===== src/rtl/cpu_pkg.sv =====
// rtl/cpu_pkg.sv - shared CPU constants, decode/execute register layout and immediate helper
package cpu_pkg;

   localparam int DW    = 16;
   localparam int NREG  = 8;
   localparam int REG_W = $clog2(NREG);

   localparam int OPC_MSB = 15;
   localparam int OPC_LSB = 11;
   localparam int RS_MSB  = 10;
   localparam int RS_LSB  = 8;
   localparam int RT_MSB  = 7;
   localparam int RT_LSB  = 5;
   localparam int RD_MSB  = 4;
   localparam int RD_LSB  = 2;

   localparam logic [1:0] IMM_S5  = 2'b00;
   localparam logic [1:0] IMM_S8  = 2'b01;
   localparam logic [1:0] IMM_Z8  = 2'b10;
   localparam logic [1:0] IMM_S11 = 2'b11;

   localparam logic [REG_W-1:0] REG_ZERO = '0;

   typedef struct packed {
      logic [DW-1:0]              nextPc;
      logic [DW-1:0]              rsData;
      logic [DW-1:0]              rtData;
      logic [DW-1:0]              imm;
      logic [OPC_MSB-OPC_LSB:0]   opcode;
      logic [REG_W-1:0]           rs;
      logic [REG_W-1:0]           rt;
      logic [REG_W-1:0]           rd;
      logic                       valid;
   } dxReg_t;

   // The all-zero record doubles as the bubble, so downstream only needs to check valid.
   localparam dxReg_t DX_BUBBLE = '0;

   function automatic logic [DW-1:0] genImm(input logic [DW-1:0] instr, input logic [1:0] sel);
      logic [DW-1:0] imm;
      case (sel)
         IMM_S5:  imm = {{(DW-5){instr[4]}}, instr[4:0]};
         IMM_S8:  imm = {{(DW-8){instr[7]}}, instr[7:0]};
         IMM_Z8:  imm = {{(DW-8){1'b0}}, instr[7:0]};
         default: imm = {{(DW-11){instr[10]}}, instr[10:0]};
      endcase
      return imm;
   endfunction

endpackage


===== src/rtl/decode_regfile.sv =====
// rtl/decode_regfile.sv - 2-read/1-write register file, R0 hardwired to zero
// Optional write-through bypass when DECODE_WB_BYPASS_EN is defined.
module decode_regfile #(
   parameter  int NREG = 8,
   parameter  int DW   = 16,
   localparam int RW   = $clog2(NREG)
) (
   input  logic          clk,
   input  logic          rst_n,
   input  logic [RW-1:0] rdRegA,
   input  logic [RW-1:0] rdRegB,
   output logic [DW-1:0] rdDataA,
   output logic [DW-1:0] rdDataB,
   input  logic          wrEn,
   input  logic [RW-1:0] wrReg,
   input  logic [DW-1:0] wrData
);
   import cpu_pkg::*;

   logic [DW-1:0] regs [NREG];
   logic          wrLive;
   logic          bypA;
   logic          bypB;

   assign wrLive = wrEn && (wrReg != REG_ZERO);

   always_ff @(posedge clk or negedge rst_n) begin
      if (!rst_n) begin
         for (int i = 0; i < NREG; i++) begin
            regs[i] <= '0;
         end
      end else if (wrLive) begin
         regs[wrReg] <= wrData;
      end
   end

`ifdef DECODE_WB_BYPASS_EN
   assign bypA = wrLive && (wrReg == rdRegA);
   assign bypB = wrLive && (wrReg == rdRegB);
`else
   assign bypA = 1'b0;
   assign bypB = 1'b0;
`endif

   // R0 is forced here rather than relying on regs[0] staying clear.
   always_comb begin
      rdDataA = '0;
      rdDataB = '0;
      if (rdRegA != REG_ZERO) begin
         rdDataA = bypA ? wrData : regs[rdRegA];
      end
      if (rdRegB != REG_ZERO) begin
         rdDataB = bypB ? wrData : regs[rdRegB];
      end
   end

endmodule


===== src/rtl/decode_stage.sv =====
// rtl/decode_stage.sv - decode stage: field extraction, load-use detect, decode/execute register
// Register-file write-through is enabled by defining DECODE_WB_BYPASS_EN.
module decode_stage #(
   parameter  int NREG = 8,
   parameter  int DW   = 16,
   localparam int RW   = $clog2(NREG)
) (
   input  logic          clk,
   input  logic          rst_n,
   input  logic [DW-1:0] Instruct,
   input  logic [DW-1:0] NextPCIn,
   input  logic          InValid,
   input  logic          Stall,
   input  logic          Flush,
   input  logic [1:0]    ImmSel,
   input  logic          WrEn,
   input  logic [RW-1:0] WrReg,
   input  logic [DW-1:0] WrData,
   input  logic          ExMemRead,
   input  logic [RW-1:0] ExDestReg,
   output logic          LoadUseStall,
   output logic [DW-1:0] NextPCOut,
   output logic [DW-1:0] RsData,
   output logic [DW-1:0] RtData,
   output logic [DW-1:0] Imm,
   output logic [4:0]    Opcode,
   output logic [RW-1:0] Rs,
   output logic [RW-1:0] Rt,
   output logic [RW-1:0] Rd,
   output logic          Valid
);
   import cpu_pkg::*;

   logic [RW-1:0] decRs;
   logic [RW-1:0] decRt;
   logic [DW-1:0] rfRsData;
   logic [DW-1:0] rfRtData;
   dxReg_t        dxD;
   dxReg_t        dxQ;

   assign decRs = Instruct[RS_MSB:RS_LSB];
   assign decRt = Instruct[RT_MSB:RT_LSB];

   decode_regfile #(
      .NREG (NREG),
      .DW   (DW)
   ) uRegfile (
      .clk     (clk),
      .rst_n   (rst_n),
      .rdRegA  (decRs),
      .rdRegB  (decRt),
      .rdDataA (rfRsData),
      .rdDataB (rfRtData),
      .wrEn    (WrEn),
      .wrReg   (WrReg),
      .wrData  (WrData)
   );

   // Conservative: any Rs/Rt match stalls, whether or not the opcode reads that field.
   assign LoadUseStall = InValid && ExMemRead && (ExDestReg != REG_ZERO) &&
                         ((ExDestReg == decRs) || (ExDestReg == decRt));

   always_comb begin
      dxD        = DX_BUBBLE;
      dxD.nextPc = NextPCIn;
      dxD.rsData = rfRsData;
      dxD.rtData = rfRtData;
      dxD.imm    = genImm(Instruct, ImmSel);
      dxD.opcode = Instruct[OPC_MSB:OPC_LSB];
      dxD.rs     = decRs;
      dxD.rt     = decRt;
      dxD.rd     = Instruct[RD_MSB:RD_LSB];
      dxD.valid  = InValid;
   end

   // Flush beats Stall; a load-use bubble only goes in when the pipe is moving.
   always_ff @(posedge clk or negedge rst_n) begin
      if (!rst_n) begin
         dxQ <= DX_BUBBLE;
      end else if (Flush) begin
         dxQ <= DX_BUBBLE;
      end else if (!Stall) begin
         dxQ <= LoadUseStall ? DX_BUBBLE : dxD;
      end
   end

   assign NextPCOut = dxQ.nextPc;
   assign RsData    = dxQ.rsData;
   assign RtData    = dxQ.rtData;
   assign Imm       = dxQ.imm;
   assign Opcode    = dxQ.opcode;
   assign Rs        = dxQ.rs;
   assign Rt        = dxQ.rt;
   assign Rd        = dxQ.rd;
   assign Valid     = dxQ.valid;

endmodule


===== config.mk =====
export PLATFORM = sky130hd
export DESIGN_NAME = decode_stage
export DESIGN_NICKNAME = d
export VERILOG_FILES = /design/src/rtl/cpu_pkg.sv /design/src/rtl/decode_regfile.sv /design/src/rtl/decode_stage.sv
export SDC_FILE = /design/constraint.sdc
export NUM_CORES = 1
export LEC_CHECK = 0
export BUFFER_PORTS_ARGS = -buffer_cell sky130_fd_sc_hd__buf_2
export CORE_AREA = 2 2 178 180
export CTS_CLUSTER_SIZE = 24
export DETAILED_ROUTE_END_ITERATION = 12
export DIE_AREA = 0 0 180 182
export SYNTH_ARGS = -nofsm -noshare
export SYNTH_HDL_FRONTEND = slang
export SYNTH_SLANG_ARGS = --single-unit

===== constraint.sdc =====
create_clock -name clk -period 2.1 [get_ports clk]
set_input_delay 0.105 -clock clk [delete_from_list [all_inputs] [get_ports clk]]
set_output_delay 0.105 -clock clk [all_outputs]
set_load 0.05 [all_outputs]

==> flow_metrics.py, run 1 <==
metrics = {
    "run_status": {
        "status": "complete, no violations",
    },
    "global_route": {
        "grt_start_max_net_pins": 72,
        "grt_usage_pct": 15.84,
        "antenna_found_initial": 0,
        "grt_pass1_wl_um": 40180,
        "grt-ovfl-total": 0,
        "grt_pass1_vias": 6665,
    },
    "critical_path": {
        "start_kind": "input port",
        "crit_chain": "buf_2 -> buf_12 -> xor2_1 -> nor3_1 -> o21ai_4 -> buf_4 -> inv_1 -> buf_2",
        "critPathRequiredTime_ns": 2.00,
        "r2r_start": "uRegfile.regs[47]",
        "cpMaxStageDelayCell": "nor3_1",
        "cp_top_family": "buffers and inverters",
        "cp.arrival_ns": 1.61,
        "critPathMaxStageDelay_ns": 0.28,
        "worst-setup-path-type": "in2out",
        "r2r_slack_ns": 0.56,
        "cp-end-kind": "primary output",
        "worstSetupStartpoint": "Instruct[7]",
        "crit_buf_inv": 5,
        "crit_top_cell": "buf_2",
        "ff2ff_path_depth": 4,
        "worstPathMaxFanout": 21,
        "r2r-end": "RsData[15]",
    },
    "timing": {
        "slew_violations": 0,
        "worstMarginPinSlew_ns": 0.4805,
        "rsz0062_at_grt": "false",
        "skew_ns": 0.01207,
        "post-route-period-util_pct": 81.68,
        "fin_tns_setup_ns": 0,
        "hold_violations": 0,
        "setup_viol": 0,
        "slew_headroom_pct": 67.96,
        "final.min_clock_period_ns": 1.715,
        "max_freq_mhz": 583.0,
        "fin_ws_ns": 0.3847,
    },
    "placement": {
        "pre_cts_ws_ns": 0.3200,
        "gp_congestion": 0.7758,
        "dpl.hpwl_um": 16710,
        "placed_area_sq_um": 10310,
        "io_buffers": 142,
    },
    "clock_network": {
        "numCtsBuffers": 17,
        "cts.sinks": 183,
        "h-tree-depth": 4,
        "clkTransAtPathRegs_ns": 0.06,
        "clk_latency_ns": 0.43,
        "cts_root_buffer": "clkbuf_16",
        "tritoncts": "built",
        "clockBufferDepth": 2,
        "post_cts_buffers": 0,
    },
    "pwr": {
        "switchingPower_mw": 3.154,
        "p_int_mw": 7.155,
        "p_leak_nw": 5.183,
        "p_comb_share_pct": 23.2,
        "p_sw_share_pct": 30.59,
        "p_clk_share_pct": 32.7,
        "ir_drop_mv": 0.6166,
        "p_seq_share_pct": 44.1,
        "power_density_nw_per_um2": 911.0,
    },
    "worst_hold_path": {
        "min_path_type": "in2reg",
        "hold_end": "uRegfile.regs[59]",
        "min_path_cells": 2,
        "hp-start": "WrData[11]",
    },
    "cells_and_area": {
        "final_area_sq_um": 11320,
        "syn_to_final_growth_pct": 23.82,
        "drive_gt1_share_pct": 46.39,
        "fin_nets": 867,
        "n_antenna_cell": 0,
        "fillCellCount": 3024,
    },
    "synth": {
        "ys_types": 38,
        "ys.flop_type": "dfrtp_1",
        "yosysWarnings": 0,
        "synth.top_cell.area_share_pct": 50.11,
        "syn_nets": 703,
        "synth_top_area_cell": "dfrtp_1",
        "synthTopCellsByCount": "183 x dfrtp_1, 104 x mux2_2, 68 x a32o_1, 60 x mux2i_1, 35 x a221oi_1",
        "synth_edf_count": 0,
        "synth.area.top_cells": "dfrtp_1 50%, mux2_2 13%, a32o_1 7.4%, mux2i_1 6.6%, a221oi_2 4.1%",
        "syn_area_sq_um": 9139,
        "yosysMostFrequentCell": "dfrtp_1",
        "synth-seq-cells": 183,
        "synth-async-reset-ratio_pct": 100.0,
        "syn-instance-count": 640,
        "seq_area_frac_synth_pct": 50.11,
        "synth.avg_cell_area_sq_um": 14.28,
    },
    "routing": {
        "drt-total-wl_um": 25810,
        "drt_pre_antenna_iters": 4,
        "viasPerCell": 5.292,
        "postRouteAntennaNets": 0,
        "via_count": 6451,
        "drt_iter0_markers": 326,
        "drc": 0,
        "wl_per_cell_um": 21.17,
    },
    "job": {
        "cap_violations": 0,
    },
    "floorplan": {
        "initial_core_util_pct": 29.49,
        "die_x_um": 180,
        "die_h_um": 182,
        "io_pins": 143,
        "rows": 65,
        "coreArea_sq_um": 30990,
        "die_area_sq_um": 32760,
    },
}
-- how the worst max path moves through the flow --
stage	slack, ns	end	cells past startpoint
after floorplan	0.74	RsData[15]	4
after global placement	0.32	RsData[5]	6
after detailed placement	0.32	RsData[5]	6
after CTS	0.38	LoadUseStall	8
after global routing	0.25	LoadUseStall	8
final	0.38	LoadUseStall	8
-- cell families (layout without fill, tap and decap cells) --
family | count (synthesis) | in the layout | share of synthesized area [%]
multiplexers | 206 | 206 | 25.84
flip-flops | 183 | 183 | 50.11
AO/OA/AOI/OAI | 144 | 144 | 16.17
buffers and inverters | 74 | 251 | 5.230
AND/OR/NAND/NOR | 27 | 27 | 2.081
XOR/XNOR | 6 | 6 | 0.5750
-- per-layer routing --
layer,vias to the layer above,part of all wire [%],global-route usage (%)
li1,2868,-,-
met1,3370,47,21.42
met2,185,48,26.38
met3,28,4.2,2.667
met4,0,1.3,3.967
met5,-,0,0
-- power groups by stage --
stage	logic (mW)	clock network, mW	registers, mW
floorplan	1.40	0	4.85
CTS	2.41	3.43	4.54
global route	2.57	3.58	4.63
detailed placement	2.34	0	4.61
finish	2.39	3.37	4.55
global placement	2.31	0	4.59
-- worst register-to-register path, delay by kind of cell, from the launching register on --
kind | cells | cell delay [ns]
DFF | 1 | 0.40
AOI/OAI and AO/OA | 3 | 0.72
muxes | 1 | 0.32
-- through the flow --
| stage | power, mW | util (%) | hold WS [ns] | instances |
|---|---|---|---|---|
| CTS | 10.38 | 36.52 | 0.003944 | 1219 |
| detailed placement | 6.955 | 33.29 | 0.07541 | 1148 |
| finish | 10.31 | 36.52 | 0.01320 | 1219 |
| global placement | 6.901 | 33.29 | 0.07439 | 1148 |
| global route | 10.78 | 36.52 | 0.01328 | 1219 |
| floorplan | 6.256 | - | -0.1906 | 640 |
-- flip-flops by register name, summed over array words and instances, names as in the netlist --
register	flops
RsData	16
Rs	3
Valid	1
Imm	11
Rt	3
uRegfile.regs	112
Opcode	5
NextPCOut	16
RtData	16
-- cells in the final DEF, fill, tap and decap left out, types with 3 or more instances in the layout --
cell,netlist,layout
clkbuf_16,0,17
nand2_1,4,4
nor2_1,5,4
buf_12,1,8
a221oi_1,35,35
dlygate4sd3_1,0,39
a22o_1,3,3
mux2_2,104,104
o21ai_0,3,3
clkinvlp_4,0,3
a21o_1,3,3
a32o_1,68,68
buf_4,13,29
nand4b_2,3,3
buf_2,27,141
a221oi_2,25,25
mux2i_1,60,60
clkinv_2,0,3
mux2_1,15,15
dfrtp_1,183,183
inv_6,0,4
xor2_1,6,6
bufinv_16,0,3
mux2_4,25,25
-- area by class of cell --
type | instances | area, sq um | area share [%]
inverter | 1 | 3.754 | 0.03317
clock buffer | 18 | 439.2 | 3.881
timing repair buffer | 218 | 1485 | 13.12
multi-input combinational | 383 | 4134 | 36.53
sequential | 183 | 4579 | 40.47
clock inverter | 14 | 171.4 | 1.515
tap | 402 | 503.0 | 4.445
-- repair_timing --
action | CTS | global route
hold buffers | 39 | 0
setup endpoints to repair | 0 | 0
hold endpoints to repair | 111 | 0
gates resized for setup | 0 | 0
Power figures use the tool's default switching activity.
==> inputs of run 2 (changes only) <==
==> constraint.sdc (replaced) <==
create_clock -name clk -period 1.55 [get_ports clk]
set_input_delay 0.0775 -clock clk [delete_from_list [all_inputs] [get_ports clk]]
set_output_delay 0.0775 -clock clk [all_outputs]
set_load 0.05 [all_outputs]
==> run 2 against run 1 <==
Non-clock buffer count rose by 35. Register-to-register slack worse by 0.49 ns. Utilization rose by 1.5 points. Sequential share of layout area shrank 1.6 points. Die area did not move. Clock power up 40%. Largest cell class unchanged. Highest routed layer unchanged.
==> flow_metrics.py, run 2 (synthesized netlist as in run 1, its figures left out) <==
metrics = {
    "run_status": {
        "status": "complete, no violations",
    },
    "timing": {
        "final.min_clock_period_ns": 1.480,
        "fin_tns_setup_ns": 0,
        "hold_violations": 0,
        "skew_ns": 0.008651,
        "post-route-period-util_pct": 95.48,
        "slew_headroom_pct": 65.51,
        "max_freq_mhz": 675.7,
        "rsz0062_at_grt": "false",
        "hold_slack_ns": 0.1088,
        "setup_viol": 0,
        "slew_violations": 0,
        "worstMarginPinSlew_ns": 0.5174,
    },
    "cells_and_area": {
        "final_common_cell": "dfrtp_1",
        "fin_nets": 902,
        "largest_reg_flops": 112,
        "top_register": "uRegfile.regs",
        "fillCellCount": 2957,
        "multi_input_area_sq_um": 4159,
        "syn_to_final_growth_pct": 28.82,
        "layout_common_cells": "183 x dfrtp_1, 141 x buf_2, 104 x mux2_2",
        "final_util_pct": 37.99,
        "n_antenna_cell": 0,
        "seqCellArea_sq_um": 4579,
        "drive_gt1_share_pct": 48.12,
        "fin_cells": 1252,
    },
    "critical_path": {
        "critPathMaxStageDelay_ns": 0.40,
        "cp.arrival_ns": 1.80,
        "ff2ff_path_depth": 5,
        "cp_top_family": "compound AO/OA/AOI/OAI gates",
        "cpMaxStageDelayCell": "dfrtp_1",
        "crit_chain": "mux2_4 -> a221oi_2 -> a221oi_1 -> buf_4 -> a32o_1",
        "critPathRequiredTime_ns": 1.87,
        "cp-end-kind": "flip-flop",
        "start_kind": "flip-flop",
        "worstPathMaxFanout": 3,
        "worst-setup-path-type": "reg2reg",
        "cp.depth": 5,
        "crit_buf_inv": 1,
    },
    "clock_network": {
        "clk_latency_ns": 0.43,
        "cts.sinks": 183,
        "cts_root_buffer": "clkbuf_16",
        "clkTransAtPathRegs_ns": 0.07,
        "h-tree-depth": 4,
        "numCtsBuffers": 17,
        "clockBufferDepth": 2,
        "tritoncts": "built",
    },
    "pwr": {
        "p_leak_nw": 5.426,
        "power.total_mw": 14.26,
        "power_density_nw_per_um2": 1211,
        "ir_drop_mv": 0.8820,
    },
    "routing": {
        "via_count": 6556,
        "drt_iter0_markers": 320,
        "drt_pre_antenna_iters": 5,
        "viasPerCell": 5.236,
        "wl_per_cell_um": 20.98,
        "drc": 0,
        "postRouteAntennaNets": 0,
        "drt-total-wl_um": 26270,
    },
    "floorplan": {
        "die_h_um": 182,
        "die_x_um": 180,
        "io_pins": 143,
        "rows": 65,
        "initial_core_util_pct": 29.49,
        "die_area_sq_um": 32760,
        "coreArea_sq_um": 30990,
    },
    "global_route": {
        "grt-ovfl-total": 0,
        "grt_pass1_vias": 6807,
        "grt_pass1_wl_um": 40880,
        "grt_use_met1_pct": 21.73,
        "gr-usage-met3_pct": 2.868,
        "met2_usage_pct": 26.99,
        "grt.busiest_layer": "met2",
        "antenna_found_initial": 0,
        "grt_start_max_net_pins": 72,
        "grt_usage_pct": 16.12,
    },
    "placement": {
        "dp.cells": 1177,
        "io_buffers": 142,
        "gp_congestion": 0.7651,
        "dpl.hpwl_um": 17690,
    },
    "worst_hold_path": {
        "min_path_cells": 2,
        "min_path_type": "in2reg",
    },
    "job": {
        "cap_violations": 0,
    },
}
## run 2: stage by stage
step | cell area, sq um | setup slack (ns)
5_1_grt | 11770 | 0.01543
3_5_place_dp | 10670 | -0.05409
2_1_floorplan | 9139 | 0.1927
3_3_place_gp | 10670 | -0.05895
6_report | 11770 | 0.07001
4_1_cts | 11740 | 0.001260
## run 2: area by class of cell
| cell class | count | share of cell area [%] |
|---|---|---|
| Multi-Input combinational cell | 383 | 35.33 |
| Sequential cell | 183 | 38.90 |
| Tap cell | 402 | 4.273 |
| Inverter | 1 | 0.03188 |
| Clock inverter | 7 | 1.201 |
| Clock buffer | 23 | 4.145 |
| Timing Repair Buffer | 253 | 16.12 |
## run 2: final timing paths
kind | start | to | slack (ns)
min in group asynchronous | rst_n | uRegfile.regs[69] | 0.15
worst min-delay path | Instruct[9] | Rs[1] | 0.11
max in group asynchronous | rst_n | Imm[3] | 0.78
worst max register to register | uRegfile.regs[100] | RsData[4] | 0.07
worst max-delay path | uRegfile.regs[100] | RsData[4] | 0.07
worst min register to register | NextPCOut[7] | NextPCOut[7] | 0.49
## run 2: worst reg2reg max path, cell delays in order, from the launching register on
cell and delay [ns]:
dfrtp_1 0.40, mux2_4 0.28, a221oi_2 0.22, a221oi_1 0.07, buf_4 0.15, a32o_1 0.25
## run 2: per-layer routing
metal,vias to the layer above,part of all wire (%)
met2,195,49
met3,20,4.4
li1,2931,-
met4,0,0.93
met5,-,0
met1,3410,46
## run 2: what timing repair did
item                                   CTS  global route
setup buffers                            0             1
hold buffers                            44             0
endpoints found under the hold margin  223             0
setup endpoints to repair                0             5
gates resized for setup                  0             4
## run 2: report_power, final
group          internal (mW)  switching [mW]  leakage [nW]  total, mW
clock                   2.86            1.85         0.306       4.72
sequential              5.57           0.634          2.29       6.20
combinational           1.63            1.72          2.83       3.34
